## src/rtl/int_ex.sv

```systemverilog
// Integer execution unit fed by the reservation station.
// Single-cycle RV64I ALU operations plus an iterative MUL that retires
// MUL_STEP multiplier bits per cycle. Results go to the ROB through a
// one-entry result register with a valid/ready handshake. Each result is
// also forwarded to the reservation station as a one-cycle strobe.
module int_ex #(
    parameter int XLEN     = 64,
    parameter int TAG_W    = 6,
    parameter int MUL_STEP = 4
) (
    input  logic             clk,
    input  logic             res_n,
    input  logic [6:0]       opcode_rs2ex,
    input  logic [2:0]       funct3_rs2ex,
    input  logic [11:0]      imm_rs2ex,
    input  logic [TAG_W-1:0] tag_rs2ex,
    input  logic [XLEN-1:0]  rs1_rs2ex,
    input  logic [XLEN-1:0]  rs2_rs2ex,
    input  logic [TAG_W-1:0] rd_rs2ex,
    input  logic             valid_rs2ex,
    output logic             stop_ex2rs,
    output logic [XLEN-1:0]  result_int2rs,
    output logic [TAG_W-1:0] rd_int2rs,
    output logic             valid_int2rs,
    output logic [XLEN-1:0]  result_ex2rob,
    output logic [TAG_W-1:0] tag_ex2rob,
    output logic             valid_ex2rob,
    input  logic             ready_rob2ex
);

    localparam int SHW   = $clog2(XLEN);
    localparam int STEPS = XLEN / MUL_STEP;
    localparam int CNT_W = $clog2(STEPS) + 1;

    localparam logic [6:0] OP_R = 7'b0110011;
    localparam logic [6:0] OP_I = 7'b0010011;

    typedef enum logic [1:0] {
        IDLE  = 2'd0,
        MUL   = 2'd1,
        MWAIT = 2'd2
    } state_t;

    state_t            state_r;
    logic [XLEN-1:0]   mcand_r;
    logic [XLEN-1:0]   mplier_r;
    logic [XLEN-1:0]   acc_r;
    logic [CNT_W-1:0]  cnt_r;
    logic [TAG_W-1:0]  mtag_r;
    logic [TAG_W-1:0]  mrd_r;

    logic              accept_s;
    logic              free_s;
    logic              last_step_s;
    logic [6:0]        funct7_s;
    logic [XLEN-1:0]   imm_sx_s;
    logic [SHW-1:0]    sh_r_s;
    logic [SHW-1:0]    sh_i_s;
    logic [XLEN-1:0]   alu_res_s;
    logic              is_mul_s;
    logic [XLEN-1:0]   step_prod_s;
    logic [XLEN-1:0]   final_prod_s;
    logic              load_s;
    logic [XLEN-1:0]   load_val_s;
    logic [TAG_W-1:0]  load_tag_s;
    logic [TAG_W-1:0]  load_rd_s;

    // The result register can take a new value when it is empty or is being drained this edge.
    assign free_s      = ~valid_ex2rob | ready_rob2ex;
    assign stop_ex2rs  = (state_r != IDLE) | (valid_ex2rob & ~ready_rob2ex);
    assign accept_s    = valid_rs2ex & ~stop_ex2rs;
    assign last_step_s = (state_r == MUL) && (cnt_r == CNT_W'(0));

    // Decode the incoming instruction and compute the single-cycle ALU result.
    always_comb begin
        funct7_s  = imm_rs2ex[11:5];
        imm_sx_s  = {{(XLEN-12){imm_rs2ex[11]}}, imm_rs2ex};
        sh_r_s    = rs2_rs2ex[SHW-1:0];
        sh_i_s    = imm_rs2ex[SHW-1:0];
        alu_res_s = {XLEN{1'b0}};
        is_mul_s  = 1'b0;
        case (opcode_rs2ex)
            OP_R: begin
                case (funct7_s)
                    7'b0000000: begin
                        case (funct3_rs2ex)
                            3'b000:  alu_res_s = rs1_rs2ex + rs2_rs2ex;
                            3'b001:  alu_res_s = rs1_rs2ex << sh_r_s;
                            3'b010:  alu_res_s = {{(XLEN-1){1'b0}}, ($signed(rs1_rs2ex) < $signed(rs2_rs2ex))};
                            3'b011:  alu_res_s = {{(XLEN-1){1'b0}}, (rs1_rs2ex < rs2_rs2ex)};
                            3'b100:  alu_res_s = rs1_rs2ex ^ rs2_rs2ex;
                            3'b101:  alu_res_s = rs1_rs2ex >> sh_r_s;
                            3'b110:  alu_res_s = rs1_rs2ex | rs2_rs2ex;
                            3'b111:  alu_res_s = rs1_rs2ex & rs2_rs2ex;
                            default: alu_res_s = {XLEN{1'b0}};
                        endcase
                    end
                    7'b0100000: begin
                        case (funct3_rs2ex)
                            3'b000:  alu_res_s = rs1_rs2ex - rs2_rs2ex;
                            3'b101:  alu_res_s = $signed(rs1_rs2ex) >>> sh_r_s;
                            default: alu_res_s = {XLEN{1'b0}};
                        endcase
                    end
                    7'b0000001: begin
                        if (funct3_rs2ex == 3'b000) begin
                            is_mul_s = 1'b1;
                        end else begin
                            is_mul_s = 1'b0;
                        end
                    end
                    default: alu_res_s = {XLEN{1'b0}};
                endcase
            end
            OP_I: begin
                case (funct3_rs2ex)
                    3'b000:  alu_res_s = rs1_rs2ex + imm_sx_s;
                    3'b010:  alu_res_s = {{(XLEN-1){1'b0}}, ($signed(rs1_rs2ex) < $signed(imm_sx_s))};
                    3'b011:  alu_res_s = {{(XLEN-1){1'b0}}, (rs1_rs2ex < imm_sx_s)};
                    3'b100:  alu_res_s = rs1_rs2ex ^ imm_sx_s;
                    3'b110:  alu_res_s = rs1_rs2ex | imm_sx_s;
                    3'b111:  alu_res_s = rs1_rs2ex & imm_sx_s;
                    3'b001:  alu_res_s = rs1_rs2ex << sh_i_s;
                    3'b101: begin
                        if (imm_rs2ex[10]) begin
                            alu_res_s = $signed(rs1_rs2ex) >>> sh_i_s;
                        end else begin
                            alu_res_s = rs1_rs2ex >> sh_i_s;
                        end
                    end
                    default: alu_res_s = {XLEN{1'b0}};
                endcase
            end
            default: alu_res_s = {XLEN{1'b0}};
        endcase
    end

    // Partial product of one multiplier digit as a shift-and-add of the multiplicand.
    always_comb begin
        step_prod_s = {XLEN{1'b0}};
        for (int i = 0; i < MUL_STEP; i++) begin
            if (mplier_r[i]) begin
                step_prod_s = step_prod_s + (mcand_r << i);
            end else begin
                step_prod_s = step_prod_s;
            end
        end
        final_prod_s = acc_r + step_prod_s;
    end

    // Choose what, if anything, enters the result register this edge.
    always_comb begin
        load_s     = 1'b0;
        load_val_s = {XLEN{1'b0}};
        load_tag_s = {TAG_W{1'b0}};
        load_rd_s  = {TAG_W{1'b0}};
        if (accept_s && !is_mul_s) begin
            load_s     = 1'b1;
            load_val_s = alu_res_s;
            load_tag_s = tag_rs2ex;
            load_rd_s  = rd_rs2ex;
        end else if (last_step_s && free_s) begin
            load_s     = 1'b1;
            load_val_s = final_prod_s;
            load_tag_s = mtag_r;
            load_rd_s  = mrd_r;
        end else if ((state_r == MWAIT) && free_s) begin
            load_s     = 1'b1;
            load_val_s = acc_r;
            load_tag_s = mtag_r;
            load_rd_s  = mrd_r;
        end else begin
            load_s     = 1'b0;
        end
    end

    // MUL sequencer: latch operands, iterate digit by digit, and hold the product if the register is busy.
    always_ff @(posedge clk or negedge res_n) begin
        if (!res_n) begin
            state_r  <= IDLE;
            mcand_r  <= {XLEN{1'b0}};
            mplier_r <= {XLEN{1'b0}};
            acc_r    <= {XLEN{1'b0}};
            cnt_r    <= {CNT_W{1'b0}};
            mtag_r   <= {TAG_W{1'b0}};
            mrd_r    <= {TAG_W{1'b0}};
        end else begin
            case (state_r)
                IDLE: begin
                    if (accept_s && is_mul_s) begin
                        state_r  <= MUL;
                        mcand_r  <= rs1_rs2ex;
                        mplier_r <= rs2_rs2ex;
                        acc_r    <= {XLEN{1'b0}};
                        cnt_r    <= CNT_W'(STEPS - 1);
                        mtag_r   <= tag_rs2ex;
                        mrd_r    <= rd_rs2ex;
                    end
                end
                MUL: begin
                    acc_r    <= final_prod_s;
                    mcand_r  <= mcand_r << MUL_STEP;
                    mplier_r <= mplier_r >> MUL_STEP;
                    if (cnt_r == CNT_W'(0)) begin
                        state_r <= free_s ? IDLE : MWAIT;
                    end else begin
                        cnt_r <= cnt_r - CNT_W'(1);
                    end
                end
                MWAIT: begin
                    // The finished product waits in acc_r until the result register frees up.
                    if (free_s) begin
                        state_r <= IDLE;
                    end
                end
                default: state_r <= IDLE;
            endcase
        end
    end

    // Result register toward the ROB plus the one-cycle forwarding strobe toward the RS.
    always_ff @(posedge clk or negedge res_n) begin
        if (!res_n) begin
            valid_ex2rob  <= 1'b0;
            result_ex2rob <= {XLEN{1'b0}};
            tag_ex2rob    <= {TAG_W{1'b0}};
            valid_int2rs  <= 1'b0;
            result_int2rs <= {XLEN{1'b0}};
            rd_int2rs     <= {TAG_W{1'b0}};
        end else if (load_s) begin
            valid_ex2rob  <= 1'b1;
            result_ex2rob <= load_val_s;
            tag_ex2rob    <= load_tag_s;
            valid_int2rs  <= 1'b1;
            result_int2rs <= load_val_s;
            rd_int2rs     <= load_rd_s;
        end else begin
            valid_int2rs <= 1'b0;
            if (valid_ex2rob && ready_rob2ex) begin
                valid_ex2rob <= 1'b0;
            end
        end
    end

endmodule

```

## config.mk

```make
export PLATFORM = sky130hd
export DESIGN_NAME = int_ex
export DESIGN_NICKNAME = d
export VERILOG_FILES = /design/src/rtl/int_ex.sv
export SDC_FILE = /design/constraint.sdc
export NUM_CORES = 2
export LEC_CHECK = 0
export CAP_MARGIN = 25
export CORE_ASPECT_RATIO = 1.1
export CORE_MARGIN = 4
export CORE_UTILIZATION = 35
export CTS_CLUSTER_SIZE = 24
export DETAILED_ROUTE_END_ITERATION = 6
export PLACE_DENSITY = 0.47
export REMOVE_ABC_BUFFERS = 1
export SLEW_MARGIN = 20
export SYNTH_ARGS = -nofsm -noshare
export SYNTH_HDL_FRONTEND = slang
export SYNTH_SLANG_ARGS = --single-unit
```

## constraint.sdc

```tcl
create_clock -name clk -period 21.2 [get_ports clk]
set_input_delay 5.3 -clock clk [delete_from_list [all_inputs] [get_ports clk]]
set_output_delay 5.3 -clock clk [all_outputs]
set_load 0.01 [all_outputs]
```

==> summary.md <==
| Metric | Value |
|---|---|
| Status | `finished, violations left` |
| Failing checks | `design-rule violations` |
| Io pins | `309` |
| RSZ-0062 raised after global routing | `no` |
| Pins Over Slew Limit | `0` |
| Ys Warns | `0` |
| Number of port buffers | `308` |
| Dominant cell type by area after synthesis | `ha_1` |
| Reg2reg setup slack | `9080 ps` |
| Yosys cell types | `102` |
| Async set or reset register ratio after synthesis | `100%` |
| Critical Path RT | `15900 ps` |
| Most common cell in the netlist | `nor2_1` |
| Final Cell Area | `71500 um2` |
| Area contributors post-synth | `ha_1 (12%), dfrtp_1 (11%), a21oi_1 (7.6%), nor2_1 (6.8%), o21ai_0 (6.3%)` |
| Final Net Count | `9926` |
| # rows | `165` |
| Pre-antenna DRT Iters | `7` |
| Via count | `76949` |
| Setup Fix Bufs, Post-CTS | `0` |
| Clk slew on worst S/H paths | `60 ps` |
| Final Hold Fails | `0` |
| CTS tree | `built` |
| DRC viols | `8` |
| GRT Util Overall | `41.3%` |
| Cells after Synth | `9319` |
| Cell Area, Synth | `65000 um2` |
| 1st-iter DRT viols | `9747` |
| Drt total wl | `415000 um` |
| Final min period | `12210 ps` |
| H-tree levels | `2` |
| Clock sinks | `289` |
| Avg Vias per Cell | `6.64` |
| Placed Area | `70000 um2` |
| Chip height | `460 um` |
| Clk_skew | `53.0 ps` |
| Full die area | `193000 um2` |
| Seq cells post-synth | `289` |
| Synth cell count leaders | `nor2_1 (1181), a21oi_1 (983), nand2_1 (947)` |
| Hold Buf Count CTS | `0` |
| Initial antenna violation count | `30` |
| Post-synth top area share | `12.1%` |
| Setup crit end kind | `output port` |
| TritonCTS Buffers | `40` |
| GRT Residual Overflow | `0` |
| Crit path max fanout | `4` |
| # setup viols final | `0` |
| Slew margin rel. | `15.1%` |
| DRT antenna net count | `0` |
| Worst min-delay path category | `reg2reg` |
| Post-cts sizing count | `0` |
| CP startpoint kind | `input port` |
| Root Buffer | `clkbuf_16` |
| Clock Latency Late Sink | `680 ps` |
| Vias in the first global route | `73094` |
| First-pass GRT wire length | `571000 um` |
| WL/cell | `35.8 um` |
| # fillers | `19732` |
| Synth Flop Type | `dfrtp_1` |
| Clk buf depth | `3` |
| Final period util | `57.6%` |
| Syn avg cell area | `6.97 um2` |
| Crit Path Class | `in2out` |
| Layout cell share with drive strength beyond 1 | `8.47%` |
| Worst-margin pin slew | `1270 ps` |
| Register area share after synthesis | `11.1%` |
| Area Overhead vs Synth | `10.1%` |
| Post-synth EDFFs | `0` |
| DP HPWL | `324000 um` |
| Maximum clock rate | `81.9 MHz` |
| Initial Utilization | `35.3%` |
| WP data arrival | `6910 ps` |
| Number of max-cap violations | `0` |
| Pin count of the biggest net entering global routing | `125` |
| Total core area | `184000 um2` |
| GP Congestion | `1.08` |
| Chip Width | `419 um` |
| Setup_tns | `0 ps` |
through the flow:
| stage | hold WS (ps) | worst slack (ps) | std cells | utilization [%] |
|---|---|---|---|---|
| 6_report | 480 | 8990 | 11585 | 38.8 |
| 5_1_grt | 493 | 8000 | 11576 | 38.8 |
| 4_1_cts | 480 | 9040 | 11564 | 38.7 |
| 3_5_place_dp | 464 | 9040 | 11492 | 38.0 |
| 3_3_place_gp | 458 | 9100 | 11480 | 37.9 |
| 2_1_floorplan | 446 | 6730 | 8505 | - |
cells in the final DEF (no fill, tap or decap), types with 40 or more instances in the layout:
cell type / netlist / layout
nor2_1: 1181 / 1170
a21oi_1: 983 / 978
nand2_1: 947 / 944
o21ai_0: 817 / 803
ha_1: 629 / 629
inv_1: 356 / 351
clkdlybuf4s50_1: 0 / 291
dfrtp_1: 289 / 285
xnor2_1: 274 / 274
buf_4: 65 / 253
mux2i_1: 247 / 246
a21o_1: 232 / 232
a31oi_1: 218 / 213
mux4_2: 148 / 148
a211oi_1: 145 / 144
mux2_2: 144 / 144
o21bai_1: 134 / 134
nand3_1: 132 / 130
a221oi_1: 126 / 126
xor2_1: 126 / 126
nor3_1: 115 / 111
o221ai_1: 91 / 91
nand4_1: 86 / 86
o211ai_1: 78 / 78
nand2b_1: 78 / 77
o21a_1: 69 / 69
nor2b_1: 60 / 58
and2_1: 58 / 57
and3_1: 56 / 56
a211o_1: 55 / 55
o22ai_1: 56 / 53
nor4_1: 45 / 43
o31ai_1: 44 / 43
clkbuf_16: 0 / 40
layout make-up:
type                            instances  area, um2  area share, %
Multi-Input combinational cell       7845      53300           74.5
Sequential cell                       289       7240           10.1
Timing Repair Buffer                  577       5200           7.26
Tap cell                             2421       3030           4.23
Inverter                              371       1400           1.96
Clock buffer                           56       1160           1.62
Clock inverter                         16        215          0.301
Antenna cell                           10       25.0         0.0350
layer usage:
layer	vias up	track usage [%]	wire, um
li1	33679	-	-
met1	37715	49.1	158000
met2	4349	63.8	180000
met3	1190	8.87	34600
met4	16	34.2	42300
met5	-	0.911	336
worst paths after layout:
kind	to	from	depth (start not counted)
max	stop_ex2rs	ready_rob2ex	5
min	mrd_r[3]	mrd_r[3]	2
max reg2reg	result_ex2rob[63]	mplier_r[0]	48
min reg2reg	mrd_r[3]	mrd_r[3]	2
max in group asynchronous	result_ex2rob[2]	res_n	4
min in group asynchronous	mplier_r[51]	res_n	1
cells by family after synthesis:
logic type,count (synthesis),share of synthesized area (%)
adders and majority gates,637,12.3
DFF,289,11.1
xor gates and xnor gates,401,5.43
AOI/OAI and AO/OA,3399,33.2
buffers and inverters,1185,7.29
and+or+nand+nor,2869,19.1
muxes,539,11.4
registers in the layout, summed over array words and instances (netlist names):
name           count
valid_ex2rob       1
tag_ex2rob         6
acc_r             64
mtag_r             6
result_ex2rob     64
valid_int2rs       1
state_r            2
mplier_r          64
mrd_r              6
mcand_r           64
rd_int2rs          6
cnt_r              5
critical path: stages:
cell and delay [ps]:
clkdlybuf4s50_1 480, nor2b_1 90, nor3_1 460, inv_1 90, clkdlybuf4s50_1 490
Power is not shown: default switching activity piles up to over one toggle a cycle in this logic, so the estimate is an artifact.
